[src/rtl/led_pkg.sv]
// Shared types and constants for the status LED blink-code driver.
// State encoding, default dwell lengths, and the assist-level width.
package led_pkg;

    typedef enum logic [2:0] {
        IDLE,
        ON,
        OFF,
        GAP,
        ACK
    } led_state_t;

    localparam int unsigned LVL_W       = 2;
    localparam int unsigned ON_CYC_DEF  = 5_000_000;
    localparam int unsigned OFF_CYC_DEF = 5_000_000;
    localparam int unsigned GAP_CYC_DEF = 25_000_000;
    localparam int unsigned ACK_CYC_DEF = 10_000_000;

    // Timer width that holds (max_dw - 1); never narrower than one bit.
    function automatic int unsigned tmr_w(input int unsigned max_dw);
        return (max_dw > 1) ? $clog2(max_dw) : 1;
    endfunction

endpackage

[src/rtl/dwell_tmr.sv]
// Loadable down-counter for state dwell timing; done is high while count is zero.
// Latency: loaded value visible the cycle after load; no backpressure.
module dwell_tmr #(
    parameter int unsigned W = 4
) (
    input  logic         clk,
    input  logic         rst_n,
    input  logic         load,
    input  logic [W-1:0] load_val,
    output logic         done
);

    logic [W-1:0] count;

    always_ff @(posedge clk or negedge rst_n) begin
        if (!rst_n) begin
            count <= '0;
        end else if (load) begin
            count <= load_val;
        end else if (count != '0) begin
            count <= count - W'(1);
        end
    end

    assign done = (count == '0);

endmodule

[src/rtl/led_pattern_drv.sv]
// Status LED driver: assist level as N-blink code plus gap; ack pulse gives a solid flash.
// Latency: led/busy registered, one clk after the deciding inputs; no backpressure.
module led_pattern_drv
    import led_pkg::*;
#(
    parameter int unsigned ON_CYC  = ON_CYC_DEF,
    parameter int unsigned OFF_CYC = OFF_CYC_DEF,
    parameter int unsigned GAP_CYC = GAP_CYC_DEF,
    parameter int unsigned ACK_CYC = ACK_CYC_DEF
) (
    input  logic             clk,
    input  logic             rst_n,
    input  logic             en,
    input  logic [LVL_W-1:0] level,
    input  logic             ack,
    output logic             led,
    output logic             busy
);

    localparam int unsigned MAX_A  = (ON_CYC  > OFF_CYC) ? ON_CYC  : OFF_CYC;
    localparam int unsigned MAX_B  = (GAP_CYC > ACK_CYC) ? GAP_CYC : ACK_CYC;
    localparam int unsigned MAX_DW = (MAX_A > MAX_B) ? MAX_A : MAX_B;
    localparam int unsigned TW     = tmr_w(MAX_DW);

    localparam logic [TW-1:0] ON_LD  = TW'(ON_CYC  - 1);
    localparam logic [TW-1:0] OFF_LD = TW'(OFF_CYC - 1);
    localparam logic [TW-1:0] GAP_LD = TW'(GAP_CYC - 1);
    localparam logic [TW-1:0] ACK_LD = TW'(ACK_CYC - 1);

    led_state_t       state_q, state_d;
    logic [LVL_W-1:0] cnt_q, cnt_d;
    logic [LVL_W-1:0] lvl_q, lvl_d;
    logic             tmr_load;
    logic [TW-1:0]    tmr_val;
    logic             tmr_done;
    logic             led_q, busy_q;

    dwell_tmr #(.W(TW)) u_tmr (
        .clk      (clk),
        .rst_n    (rst_n),
        .load     (tmr_load),
        .load_val (tmr_val),
        .done     (tmr_done)
    );

    always_ff @(posedge clk or negedge rst_n) begin
        if (!rst_n) begin
            state_q <= IDLE;
            cnt_q   <= '0;
            lvl_q   <= '0;
            led_q   <= 1'b0;
            busy_q  <= 1'b0;
        end else begin
            state_q <= state_d;
            cnt_q   <= cnt_d;
            lvl_q   <= lvl_d;
            led_q   <= (state_d == ON) || (state_d == ACK);
            busy_q  <= (state_d != IDLE);
        end
    end

    always_comb begin
        state_d  = state_q;
        cnt_d    = cnt_q;
        lvl_d    = lvl_q;
        tmr_load = 1'b0;
        tmr_val  = '0;
        if (!en) begin
            // Loading zero clears the timer so the next code starts clean.
            state_d  = IDLE;
            cnt_d    = '0;
            tmr_load = 1'b1;
        end else if (ack) begin
            state_d  = ACK;
            tmr_load = 1'b1;
            tmr_val  = ACK_LD;
        end else begin
            case (state_q)
                IDLE: begin
                    if (level != '0) begin
                        state_d  = ON;
                        cnt_d    = LVL_W'(1);
                        lvl_d    = level;
                        tmr_load = 1'b1;
                        tmr_val  = ON_LD;
                    end
                end
                ON: begin
                    if (tmr_done) begin
                        state_d  = OFF;
                        tmr_load = 1'b1;
                        tmr_val  = OFF_LD;
                    end
                end
                OFF: begin
                    if (tmr_done) begin
                        tmr_load = 1'b1;
                        if (cnt_q < lvl_q) begin
                            state_d = ON;
                            cnt_d   = cnt_q + LVL_W'(1);
                            tmr_val = ON_LD;
                        end else begin
                            state_d = GAP;
                            tmr_val = GAP_LD;
                        end
                    end
                end
                GAP: begin
                    if (tmr_done) begin
                        if (level != '0) begin
                            state_d  = ON;
                            cnt_d    = LVL_W'(1);
                            lvl_d    = level;
                            tmr_load = 1'b1;
                            tmr_val  = ON_LD;
                        end else begin
                            state_d = IDLE;
                        end
                    end
                end
                ACK: begin
                    if (tmr_done) begin
                        state_d  = GAP;
                        lvl_d    = level;
                        tmr_load = 1'b1;
                        tmr_val  = GAP_LD;
                    end
                end
                default: begin
                    state_d = IDLE;
                end
            endcase
        end
    end

    assign led  = led_q;
    assign busy = busy_q;

endmodule

[config.mk]
export PLATFORM = sky130hd
export DESIGN_NAME = led_pattern_drv
export DESIGN_NICKNAME = d
export VERILOG_FILES = /design/src/rtl/led_pkg.sv /design/src/rtl/dwell_tmr.sv /design/src/rtl/led_pattern_drv.sv
export SDC_FILE = /design/constraint.sdc
export NUM_CORES = 1
export LEC_CHECK = 0
export ABC_AREA = 1
export BUFFER_PORTS_ARGS = -buffer_cell sky130_fd_sc_hd__buf_2
export CAP_MARGIN = 20
export CORE_MARGIN = 5
export CORE_UTILIZATION = 45
export CTS_CLUSTER_SIZE = 20
export DETAILED_ROUTE_END_ITERATION = 6
export PLACE_DENSITY_LB_ADDON = 0.15
export SLEW_MARGIN = 10
export SYNTH_ARGS = -nofsm -noshare
export SYNTH_HDL_FRONTEND = slang
export SYNTH_SLANG_ARGS = --single-unit
export TNS_END_PERCENT = 10
[constraint.sdc]
create_clock -name clk -period 2.6 [get_ports clk]
set_input_delay 0.13 -clock clk [delete_from_list [all_inputs] [get_ports clk]]
set_output_delay 0.13 -clock clk [all_outputs]
set_load 0.03 [all_outputs]
# Word-level counts from Yosys, hierarchy flattened
# Cells that the tools add are included.
# word_totals
rom_bits	0
inputBits	6
out_inout_bits	2
mem_count	0
ram_bits	0
latchBits	0
reg_bits	34
wordCells	72
# classes
n_div	0
bitwise_logic	1
magnitude_cmp	1
add_sub_neg	2
shifts	0
reduce_logical	11
muxes	38
n_mul	0
eq_ne	13
# ops
op	count
$mux 25	7
$pmux 25 s5	1
$mux 23	3
$logic_not 25->1	1
$reduce_bool 25->1	1
$sub 25x1->25 const B	1
$mux 3	7
$mux 2	10
$pmux 3 s5	1
$pmux 2 s3	2
$reduce_and 5->1	2
$ne 3x3->1 const B	3
$eq 3x1->1 const B	2
$eq 3x2->1 const B	2
$eq 3x3->1 const B	2
$mux 1	6
$ne 2x2->1 const B	3
$reduce_bool 3->1	2
$ne 4x1->1 const B	1
$reduce_bool 2->1	2
$logic_not 3->1	1
$pmux 1 s3	1
$reduce_or 3->1	1
$add 2x1->2 const B	1
other kinds (3)	3

# Depth between registers and ports, before layout
# Gate-level depths: netlist (run 1).
# logic_depth
word_depth	8
ltp_mapped	14
depth_no_buf	13

# Cells and area by module
# A second synthesis (run 1) with hierarchy kept.
# hier_totals
cells_unflattened	346
hier_area_um2	2449.8
# modules_own_cells
module	area_per_inst_um2	cells_each	seq_area_each_um2	instances
dwell_tmr	1741.7	233	625.6	1
led_pattern_drv	708.2	113	225.2	1

# Worst setup path before layout (run 1)
# Ideal clock, no wire load.
# synth_path
path_type	reg-to-reg
from	register u_tmr.count[0]
to	register u_tmr.count[1]
t_arrival_ns	1.708
n_path_buf	1
stages_incl_launch_ff	15
synth_period_minus_slack_ns	1.824
slack_ns	0.776
path_cell_list	dfrtp_1 -> inv_1 -> ha_1 -> nand2_4 -> nor2_8 -> nand2_4 -> nor2_8 -> nand3_2 -> nand3_1 -> nor2_2 -> buf_6 -> nand2_2 -> nand2_1 -> nand2_1 -> nand2_1
# synth_between
elab_chain_len	6
elab_cells_between_ends	18
classes_between	1 x add/sub; 14 x mux; 3 x reduce/logical
# synth_lines
item	line	source
start, declared	dwell_tmr.sv:13	logic [W-1:0] count;
start signal, assigned	dwell_tmr.sv:19	count <= load_val;
start signal, assigned	dwell_tmr.sv:21	count <= count - W'(1);
branches (longest 6 deep; another with $sub 25x1->25)	n/a	
# Several ways; the timed one is not identified. The select of a mux whose other input is x is not followed.
# A chain may end at the register's enable or synchronous reset.

# Worst setup path in the final report (run 1)
# layout_path
from	register u_tmr.count[0]
to	register u_tmr.count[9]
# layout_between
elab_chain_len	6
elab_cells_between_ends	17
classes_between	1 x add/sub; 13 x mux; 3 x reduce/logical
# layout_lines
item
branches (longest 6 deep; another with $sub 25x1->25)
# Several ways; the timed one is not identified. The select of a mux whose other input is x is not followed.

==> results of run 1 <==
[flip-flops by register name (all words and copies together), names as in the netlist]
name,cells
busy,1
state_q,3
led,1
u_tmr.count,25
lvl_q,2
cnt_q,2
[worst min-delay path by stage]
stage | to | slack (ps) | cells after the start
final | lvl_q[0] | 110 | 3
after global routing | lvl_q[1] | 130 | 3
after CTS | lvl_q[0] | 100 | 3
after detailed placement | state_q[0] | 260 | 1
after global placement | state_q[0] | 250 | 1
after floorplan | busy | -170 | 0
[cell usage in the layout (no fill, tap or decap), drive strengths merged]
| cell | count |
|---|---|
| nand4 | 5 |
| xnor2 | 15 |
| nor4 | 2 |
| nand2 | 78 |
| nor2 | 54 |
| a21oi | 25 |
| o31ai | 2 |
| clkbuf | 6 |
| nand3 | 17 |
| dfrtp | 34 |
| o2111ai | 1 |
| buf | 8 |
| ha | 2 |
| a31oi | 1 |
| xor2 | 8 |
| nor3 | 7 |
| inv | 27 |
| dlygate4sd3 | 1 |
| o21a | 1 |
| o21ai | 11 |
[area by class of cell]
cell class	count	area (sq um)	area share, %
multi-input combinational	229	1285	52.24
sequential	34	850.8	34.59
inverter	27	101.3	4.120
tap	70	87.58	3.561
clock buffer	6	82.58	3.357
timing repair buffer	9	52.55	2.136
[per-layer routing]
metal  vias up  global-route usage (%)
li1        971                       -
met1       870                   23.70
met2        19                   27.59
met3         6                   3.548
met4         0                   5.068
met5         -                       0
[worst max-delay path, stage by stage (launching register included)]
cell and delay [ps]:
dfrtp_1 360, inv_1 70, ha_1 260, nand2_4 130
nor2_8 70, nand2_4 90, nor2_8 50, nand3_2 90
nand3_1 90, nor2_2 670, nand2_1 190, a21oi_2 180
[kinds of logic (layout without fill, tap and decap cells)]
| family | after synthesis | count (layout) |
|---|---|---|
| flops | 34 | 34 |
| buf+inv | 32 | 42 |
| simple gates | 163 | 163 |
| fa+ha+maj | 2 | 2 |
| compound gates | 41 | 41 |
| xor+xnor | 23 | 23 |
[per-stage QoR]
stage	total power, mW	hold WS, ps
after floorplan	0.8016	-165.6
after global placement	0.8634	248.3
after detailed placement	0.8640	261.0
after CTS	1.261	102.7
after global routing	1.311	126.7
final	1.240	112.8
[power by group through the flow]
| stage | logic (mW) | registers [mW] | clock network, mW |
|---|---|---|---|
| final | 0.249 | 0.605 | 0.385 |
| after detailed placement | 0.250 | 0.614 | 0 |
| after global placement | 0.249 | 0.615 | 0 |
| after global routing | 0.282 | 0.611 | 0.417 |
| after CTS | 0.252 | 0.604 | 0.405 |
| after floorplan | 0.187 | 0.614 | 0 |
==> flow_summary.html, run 1 <==
<table>
<tr><th>Metric</th><th>Value</th></tr>
<tr><th colspan="2">Routing</th></tr>
<tr><td>Met3 wire length</td><td>140 um</td></tr>
<tr><td>Met2 wirelength from detailed routing</td><td>~2300 um</td></tr>
<tr><td>Wire length per cell</td><td>13.48 um</td></tr>
<tr><td>Via count normalized by instance count</td><td>4.976</td></tr>
<tr><td>Met1 layer wirelength in the final routing</td><td>2548 um</td></tr>
<tr><td>First-pass iteration count of the detailed router</td><td>4</td></tr>
<tr><td>Final antenna-violating net count</td><td>0</td></tr>
<tr><td>Total Routed Length</td><td>just over 5000 um</td></tr>
<tr><td>Number of DRC violations after detailed routing</td><td>0</td></tr>
<tr><td>Via Count</td><td>~1900</td></tr>
<tr><td>Initial drt markers</td><td>slightly above 80</td></tr>
<tr><td>Max layer used</td><td>met4</td></tr>
<tr><th colspan="2">Clocking</th></tr>
<tr><td>CTS tree</td><td>built</td></tr>
<tr><td>Skew-Pair Late Insertion Delay</td><td>290 ps</td></tr>
<tr><td>Quantity of hold-fixing buffers added after cts</td><td>1</td></tr>
<tr><td>Number of instances resized during post-cts repair</td><td>0</td></tr>
<tr><td>Post-CTS Repair Setup Buffers</td><td>0</td></tr>
<tr><td>Number of clock sinks</td><td>34</td></tr>
<tr><td>Root Buffer</td><td>clkbuf_8</td></tr>
<tr><td>Clk slew on worst S/H paths</td><td>approximately 70 ps</td></tr>
<tr><td>Clock buffer depth</td><td>2</td></tr>
<tr><td>Number of CTS-inserted buffers</td><td>5</td></tr>
<tr><td>Number of H-tree levels</td><td>2</td></tr>
<tr><th colspan="2">Power</th></tr>
<tr><td>Portion of total power attributed to combinational logic</td><td>about 20%</td></tr>
<tr><td>Net switching power figure</td><td>0.3826 mW</td></tr>
<tr><td>Power per standard cell area</td><td>between 500 and 600 mW/mm^2</td></tr>
<tr><td>Internal power consumption</td><td>~0.86 mW</td></tr>
<tr><td>Clock power frac</td><td>between 30 and 40%</td></tr>
<tr><td>Worst voltage drop across the vdd grid</td><td>approximately 290 uV</td></tr>
<tr><td>Static leakage power</td><td>about 1.2 nW</td></tr>
<tr><td>Power share of the sequential group</td><td>a little under 50%</td></tr>
<tr><td>Switching Share</td><td>30.86%</td></tr>
<tr><th colspan="2">Critical path</th></tr>
<tr><td>Reg-to-reg critical path endpoint</td><td>u_tmr.count[9]</td></tr>
<tr><td>CP arrival</td><td>roughly 2600 ps</td></tr>
<tr><td>Timing endpoint of the critical path</td><td>u_tmr.count[9]</td></tr>
<tr><td>Type of the worst setup path</td><td>reg2reg</td></tr>
<tr><td>Origin of the worst setup path</td><td>u_tmr.count[0]</td></tr>
<tr><td>Crit-path max FO</td><td>21</td></tr>
<tr><td>FF-to-FF setup slack</td><td>250 ps</td></tr>
<tr><td>Number of cells traversed by the worst register-to-register path</td><td>11</td></tr>
<tr><td>Source of the worst register-to-register timing path</td><td>u_tmr.count[0]</td></tr>
<tr><td>Sort of element at the start of the critical path</td><td>flip-flop</td></tr>
<tr><td>Required arrival time at the worst endpoint</td><td>2820 ps</td></tr>
<tr><td>Critical path endpoint category</td><td>flip-flop</td></tr>
<tr><th colspan="2">Final layout</th></tr>
<tr><td>Synth-to-Final Area Change</td><td>7.903%</td></tr>
<tr><td>Fraction of the core area covered by cells at the end of the flow</td><td>49.10%</td></tr>
<tr><td>Nets@finish</td><td>314</td></tr>
<tr><td>Final standard cell area without fillers</td><td>about 0.0025 sq mm</td></tr>
<tr><td>Fin cells</td><td>between 300 and 400</td></tr>
<tr><td>Final antenna diode count</td><td>0</td></tr>
<tr><td>Number of filler instances in the final layout</td><td>~500</td></tr>
<tr><td>Ratio of cells with drive above 1 in the final layout</td><td>14.75%</td></tr>
<tr><th colspan="2">Logic synthesis</th></tr>
<tr><td>Main synth FF type</td><td>dfrtp_1</td></tr>
<tr><td>Synthesized instance count</td><td>around 300</td></tr>
<tr><td>Most used standard cell by instance count after synthesis</td><td>nand2_1</td></tr>
<tr><td>FFs w/ async S/R, synth</td><td>between 90% and 100%</td></tr>
<tr><td>Mapped Nets</td><td>just over 300</td></tr>
<tr><td>Synthesis-stage register bit count</td><td>34</td></tr>
<tr><td>Synthesized-area fraction occupied by adder cells</td><td>approximately 1.1%</td></tr>
<tr><td>Parity-gate share of the synthesized area counting xor and xnor cells</td><td>about 8.8%</td></tr>
<tr><td>Number of enable-type register cells in the synthesized netlist</td><td>0</td></tr>
<tr><td>Fraction of synthesized cell area taken by the top area cell type</td><td>a little under two fifths</td></tr>
<tr><td>Multiplexer share of the synthesized area</td><td>0%</td></tr>
<tr><td>Main combinational cell family by area after synthesis</td><td>simple AND/OR/NAND/NOR gates</td></tr>
<tr><td>Top cells by instance count after synthesis</td><td>nand2_1, nor2_1, dfrtp_1, inv_1</td></tr>
<tr><td>Portion of the post-synthesis area used by sequential elements</td><td>~37%</td></tr>
<tr><td>Post-Synthesis Cell Area</td><td>roughly 0.0023 sq mm</td></tr>
<tr><td>Number of warnings printed during yosys synthesis</td><td>0</td></tr>
<tr><td>Mean Syn Cell Area</td><td>between 7 and 8 sq um</td></tr>
<tr><td>Top cells by area in the synthesized netlist</td><td>dfrtp_1, nand2_1, nor2_1, xnor2_1, inv_1</td></tr>
<tr><td>Cell type with the highest aggregate area in the netlist</td><td>dfrtp_1</td></tr>
<tr><td>Post-Synth Simple-Gate Area</td><td>a little over a third</td></tr>
<tr><td>Count of unique library cells instantiated by Yosys</td><td>31</td></tr>
<tr><td>Complex-gate fraction of the synthesized area</td><td>11.03%</td></tr>
<tr><th colspan="2">Place</th></tr>
<tr><td>Placer's final routability congestion estimate</td><td>slightly above 0.8</td></tr>
<tr><td>Cell count after placement</td><td>roughly 370</td></tr>
<tr><td>Number of buffers inserted by port buffering</td><td>7</td></tr>
<tr><td>HPWL reported at the end of detailed placement</td><td>between 3000 and 4000 um</td></tr>
<tr><td>Post-Place Cell Area</td><td>0.002367 sq mm</td></tr>
<tr><td>Pre-CTS worst setup slack</td><td>271.4 ps</td></tr>
<tr><th colspan="2">Floorplanning</th></tr>
<tr><td>Chip Height</td><td>81.18 um</td></tr>
<tr><td>Placeable core region</td><td>around 0.005 sq mm</td></tr>
<tr><td>Std cell rows</td><td>26</td></tr>
<tr><td>Die ar.</td><td>between 0.006 and 0.007 sq mm</td></tr>
<tr><td>Width of the die</td><td>about 81 um</td></tr>
<tr><td>Effective utilization at floorplan</td><td>a little under half</td></tr>
<tr><td>I/O Pins</td><td>8</td></tr>
<tr><th colspan="2">STA</th></tr>
<tr><td>Setup repair after global routing missed its margin</td><td>false</td></tr>
<tr><td>Fin Clk Skew</td><td>between 7 and 8 ps</td></tr>
<tr><td>Slew at the pin closest to its max-slew limit</td><td>879.4 ps</td></tr>
<tr><td>Final clock period utilization by the worst path</td><td>90.20%</td></tr>
<tr><td>Setup-failing EPs final</td><td>0</td></tr>
<tr><td>Peak clock frequency supported by timing</td><td>between 400 and 500 MHz</td></tr>
<tr><td>Final worst slack</td><td>between 200 and 300 ps</td></tr>
<tr><td>Final-layout setup total negative slack</td><td>0 ps</td></tr>
<tr><td>Number of failing hold endpoints at the final stage</td><td>0</td></tr>
<tr><td>Slew headroom</td><td>between 40% and 50%</td></tr>
<tr><td>Final Critical Period</td><td>between 2000 and 2500 ps</td></tr>
<tr><td>Fin. max-slew vios</td><td>0</td></tr>
<tr><th colspan="2">Status</th></tr>
<tr><td>Result of the run</td><td>complete, no violations</td></tr>
<tr><th colspan="2">GRT</th></tr>
<tr><td>First-pass GRT wire length</td><td>8700 um</td></tr>
<tr><td>Total overflow reported by the global router</td><td>0</td></tr>
<tr><td>Combined global-route utilization of all metal layers</td><td>approximately 17%</td></tr>
<tr><td>Initial antenna violation count</td><td>0</td></tr>
<tr><td>Via count of the first global-routing pass</td><td>around 1800</td></tr>
<tr><td>Largest net degree at the start of global routing</td><td>35</td></tr>
<tr><th colspan="2">Min path</th></tr>
<tr><td>Worst hold-check path type</td><td>in2reg</td></tr>
<tr><td>Min-Delay Startpoint</td><td>level[0]</td></tr>
<tr><th colspan="2">Flow run</th></tr>
<tr><td>Max Cap Viol</td><td>0</td></tr>
</table>
Note: power is estimated with default switching activity, not from simulation.
==> run 2: changes to the inputs <==
--- a/config.mk
+++ b/config.mk
@@ -10,9 +10,10 @@
 export CAP_MARGIN = 20
 export CORE_MARGIN = 5
 export CORE_UTILIZATION = 45
+export CTS_BUF_LIST = sky130_fd_sc_hd__clkbuf_8
 export CTS_CLUSTER_SIZE = 20
 export DETAILED_ROUTE_END_ITERATION = 6
-export PLACE_DENSITY_LB_ADDON = 0.15
+export PLACE_DENSITY_LB_ADDON = 0.12
 export SLEW_MARGIN = 10
 export SYNTH_ARGS = -nofsm -noshare
 export SYNTH_HDL_FRONTEND = slang
==> flow_summary.html, run 2 (synthesis results as in run 1) <==
<table>
<tr><th>Metric</th><th>Value</th></tr>
<tr><th colspan="2">Routing</th></tr>
<tr><td>Total Routed Length</td><td>5103 um (+0.93%)</td></tr>
<tr><td>Wire length per cell</td><td>13.54 um (+0.39%)</td></tr>
<tr><td>Via count normalized by instance count</td><td>4.981 (+0.11%)</td></tr>
<tr><td>Via Count</td><td>1878 (+0.64%)</td></tr>
<tr><td>Initial drt markers</td><td>133 (+60%)</td></tr>
<tr><td>Final antenna-violating net count</td><td>0 (unchanged)</td></tr>
<tr><td>Number of DRC violations after detailed routing</td><td>0 (unchanged)</td></tr>
<tr><td>First-pass iteration count of the detailed router</td><td>4 (unchanged)</td></tr>
<tr><th colspan="2">Flow run</th></tr>
<tr><td>Max Cap Viol</td><td>0 (unchanged)</td></tr>
<tr><th colspan="2">Final layout</th></tr>
<tr><td>Most flops, register</td><td>u_tmr.count</td></tr>
<tr><td>Registers with the highest flip-flop counts</td><td>u_tmr.count x25, state_q x3</td></tr>
<tr><td>Fraction of the core area covered by cells at the end of the flow</td><td>49.28% (+0.17 points)</td></tr>
<tr><td>Number of filler instances in the final layout</td><td>539 (+7.2%)</td></tr>
<tr><td>Leading cell types in the layout, fill and taps excluded</td><td>nand2_1, nor2_1, dfrtp_1, inv_1</td></tr>
<tr><td>Most frequent standard cell in the layout excluding fill and tap cells</td><td>nand2_1</td></tr>
<tr><td>Synth-to-Final Area Change</td><td>8.288%</td></tr>
<tr><td>Nets@finish</td><td>314 (unchanged)</td></tr>
<tr><td>Final antenna diode count</td><td>0 (unchanged)</td></tr>
<tr><td>Ratio of cells with drive above 1 in the final layout</td><td>14.98% (+0.23 points)</td></tr>
<tr><td>Number of flip-flops in the largest register</td><td>25 (unchanged)</td></tr>
<tr><td>Final standard cell area without fillers</td><td>0.002469 sq mm (+0.36%)</td></tr>
<tr><th colspan="2">Floorplanning</th></tr>
<tr><td>Placeable core region</td><td>0.005010 sq mm (unchanged)</td></tr>
<tr><td>Effective utilization at floorplan</td><td>45.50% (unchanged)</td></tr>
<tr><td>Die ar.</td><td>0.006589 sq mm (unchanged)</td></tr>
<tr><td>Chip Height</td><td>81.18 um (unchanged)</td></tr>
<tr><td>I/O Pins</td><td>8 (unchanged)</td></tr>
<tr><td>Width of the die</td><td>81.18 um (unchanged)</td></tr>
<tr><td>Std cell rows</td><td>26 (unchanged)</td></tr>
<tr><th colspan="2">Critical path</th></tr>
<tr><td>Sort of element at the start of the critical path</td><td>flip-flop</td></tr>
<tr><td>Crit path max-delay cell type</td><td>nor2_2</td></tr>
<tr><td>Crit path cell chain</td><td>inv_1 &gt; ha_1 &gt; nand2_4 &gt; nor2_8 &gt; nand2_4 &gt; nor2_8 &gt; nand2_2 &gt; nand3_1 &gt; nor2_2 &gt; nand2_1 &gt; a21oi_2</td></tr>
<tr><td>Required arrival time at the worst endpoint</td><td>2820 ps (about the same)</td></tr>
<tr><td>CP arrival</td><td>2570 ps (about the same)</td></tr>
<tr><td>Crit-path max FO</td><td>21 (unchanged)</td></tr>
<tr><td>Critical path endpoint category</td><td>flip-flop</td></tr>
<tr><td>Slowest stage delay, CP</td><td>700 ps (+30 ps)</td></tr>
<tr><td>Type of the worst setup path</td><td>reg2reg</td></tr>
<tr><th colspan="2">Status</th></tr>
<tr><td>Result of the run</td><td>complete, no violations</td></tr>
<tr><th colspan="2">Clocking</th></tr>
<tr><td>Number of instances resized during post-cts repair</td><td>0 (unchanged)</td></tr>
<tr><td>Root Buffer</td><td>clkbuf_8</td></tr>
<tr><td>CTS tree</td><td>built</td></tr>
<tr><td>Number of CTS-inserted buffers</td><td>5 (unchanged)</td></tr>
<tr><td>Number of H-tree levels</td><td>2 (unchanged)</td></tr>
<tr><td>Skew-Pair Late Insertion Delay</td><td>290 ps (about the same)</td></tr>
<tr><td>Clock buffer depth</td><td>2 (unchanged)</td></tr>
<tr><td>Number of clock sinks</td><td>34 (unchanged)</td></tr>
<tr><td>Clk slew on worst S/H paths</td><td>70 ps (about the same)</td></tr>
<tr><th colspan="2">STA</th></tr>
<tr><td>Slew at the pin closest to its max-slew limit</td><td>913.9 ps (+34.53 ps)</td></tr>
<tr><td>Fin. max-slew vios</td><td>0 (unchanged)</td></tr>
<tr><td>Setup repair after global routing missed its margin</td><td>false</td></tr>
<tr><td>Setup-failing EPs final</td><td>0 (unchanged)</td></tr>
<tr><td>Peak clock frequency supported by timing</td><td>424.0 MHz (-0.57%)</td></tr>
<tr><td>Tightest hold margin</td><td>108.7 ps (-4.081 ps)</td></tr>
<tr><td>Number of failing hold endpoints at the final stage</td><td>0 (unchanged)</td></tr>
<tr><td>Slew headroom</td><td>39.01% (-2.3 points)</td></tr>
<tr><td>Final Critical Period</td><td>2359 ps (+13.42 ps)</td></tr>
<tr><td>Fin Clk Skew</td><td>8.751 ps (+0.9302 ps)</td></tr>
<tr><td>Final clock period utilization by the worst path</td><td>90.72% (+0.52 points)</td></tr>
<tr><td>Final-layout setup total negative slack</td><td>0 ps (unchanged)</td></tr>
<tr><th colspan="2">GRT</th></tr>
<tr><td>Via count of the first global-routing pass</td><td>1896 (+6.0%)</td></tr>
<tr><td>Combined global-route utilization of all metal layers</td><td>17.59% (+0.28 points)</td></tr>
<tr><td>Total overflow reported by the global router</td><td>0 (unchanged)</td></tr>
<tr><td>First-pass GRT wire length</td><td>8935 um (+2.7%)</td></tr>
<tr><td>Initial antenna violation count</td><td>0 (unchanged)</td></tr>
<tr><td>Largest net degree at the start of global routing</td><td>35 (unchanged)</td></tr>
<tr><th colspan="2">Place</th></tr>
<tr><td>Placer's final routability congestion estimate</td><td>0.8823 (+6.5%)</td></tr>
<tr><td>Post-Place Cell Area</td><td>0.002367 sq mm (unchanged)</td></tr>
<tr><td>HPWL reported at the end of detailed placement</td><td>3770 um (-1.3%)</td></tr>
<tr><td>Number of buffers inserted by port buffering</td><td>7 (unchanged)</td></tr>
<tr><th colspan="2">Min path</th></tr>
<tr><td>Worst hold-check path type</td><td>in2reg</td></tr>
<tr><th colspan="2">Power</th></tr>
<tr><td>Static leakage power</td><td>1.212 nW (+0.77%)</td></tr>
<tr><td>Power per standard cell area</td><td>509.2 mW/mm^2 (+1.0%)</td></tr>
<tr><td>Overall power consumption</td><td>1.257 mW (+1.4%)</td></tr>
<tr><td>Worst voltage drop across the vdd grid</td><td>219.3 uV (-24%)</td></tr>
</table>
## run 2: changes by cell type in the layout (fill, tap and decap cells not counted), sizes merged
cell	change
inv	+1
clkinv	+1
## run 2: final cells by class
class	instances	area, sq um	share of cell area, %
sequential	34	850.8	34.47
multi-input combinational	229	1285	52.05
clock inverter	2	8.758	0.3548
tap	70	87.58	3.548
inverter	27	101.3	4.105
timing repair buffer	9	52.55	2.129
clock buffer	6	82.58	3.345
## run 2: worst paths after layout
| check | from | slack (ps) | cells past startpoint | end |
|---|---|---|---|---|
| max | u_tmr.count[0] | 240 | 11 | u_tmr.count[9] |
| min | level[1] | 110 | 3 | lvl_q[1] |
| max reg2reg | u_tmr.count[0] | 240 | 11 | u_tmr.count[9] |
| min reg2reg | lvl_q[1] | 490 | 2 | lvl_q[1] |
| max in group asynchronous | rst_n | 1630 | 2 | u_tmr.count[23] |
| min in group asynchronous | rst_n | 460 | 2 | lvl_q[0] |
## run 2: repair_timing
action                                 4_1_cts  5_1_grt
endpoints found under the hold margin       34        0
hold buffers                                 1        0
setup buffers                                0        0
## run 2: worst max-delay path: cells and delay by family (launching register included)
family,cells,cell delay [ps]
simple gates,8,1390
flops,1,380
fa+ha+maj,1,260
compound gates,1,180
buf+inv,1,80
## run 2: routing by layer
metal / up-vias / GRT usage [%] / share of wire [%]
met5: - / 0 / 0
met4: 0 / 4.392 / 0.49
met3: 6 / 3.326 / 2.2
met2: 27 / 29.47 / 49
met1: 874 / 23.30 / 49
li1: 971 / - / -
## run 2: metrics by stage
| stage | worst slack, ps | cells |
|---|---|---|
| floorplan | 775.9 | 295 |
| global placement | 357.6 | 368 |
| detailed placement | 258.7 | 368 |
| CTS | 238.0 | 377 |
| global route | 43.94 | 377 |
| finish | 241.4 | 377 |
## run 2: where the power goes
| part | switching [mW] | internal [mW] | leakage (nW) | total, mW |
|---|---|---|---|---|
| sequential | 0.0372 | 0.568 | 0.438 | 0.605 |
| clock | 0.194 | 0.210 | 0.0524 | 0.403 |
| combinational | 0.164 | 0.0848 | 0.722 | 0.249 |
| total | 0.395 | 0.862 | 1.21 | 1.26 |
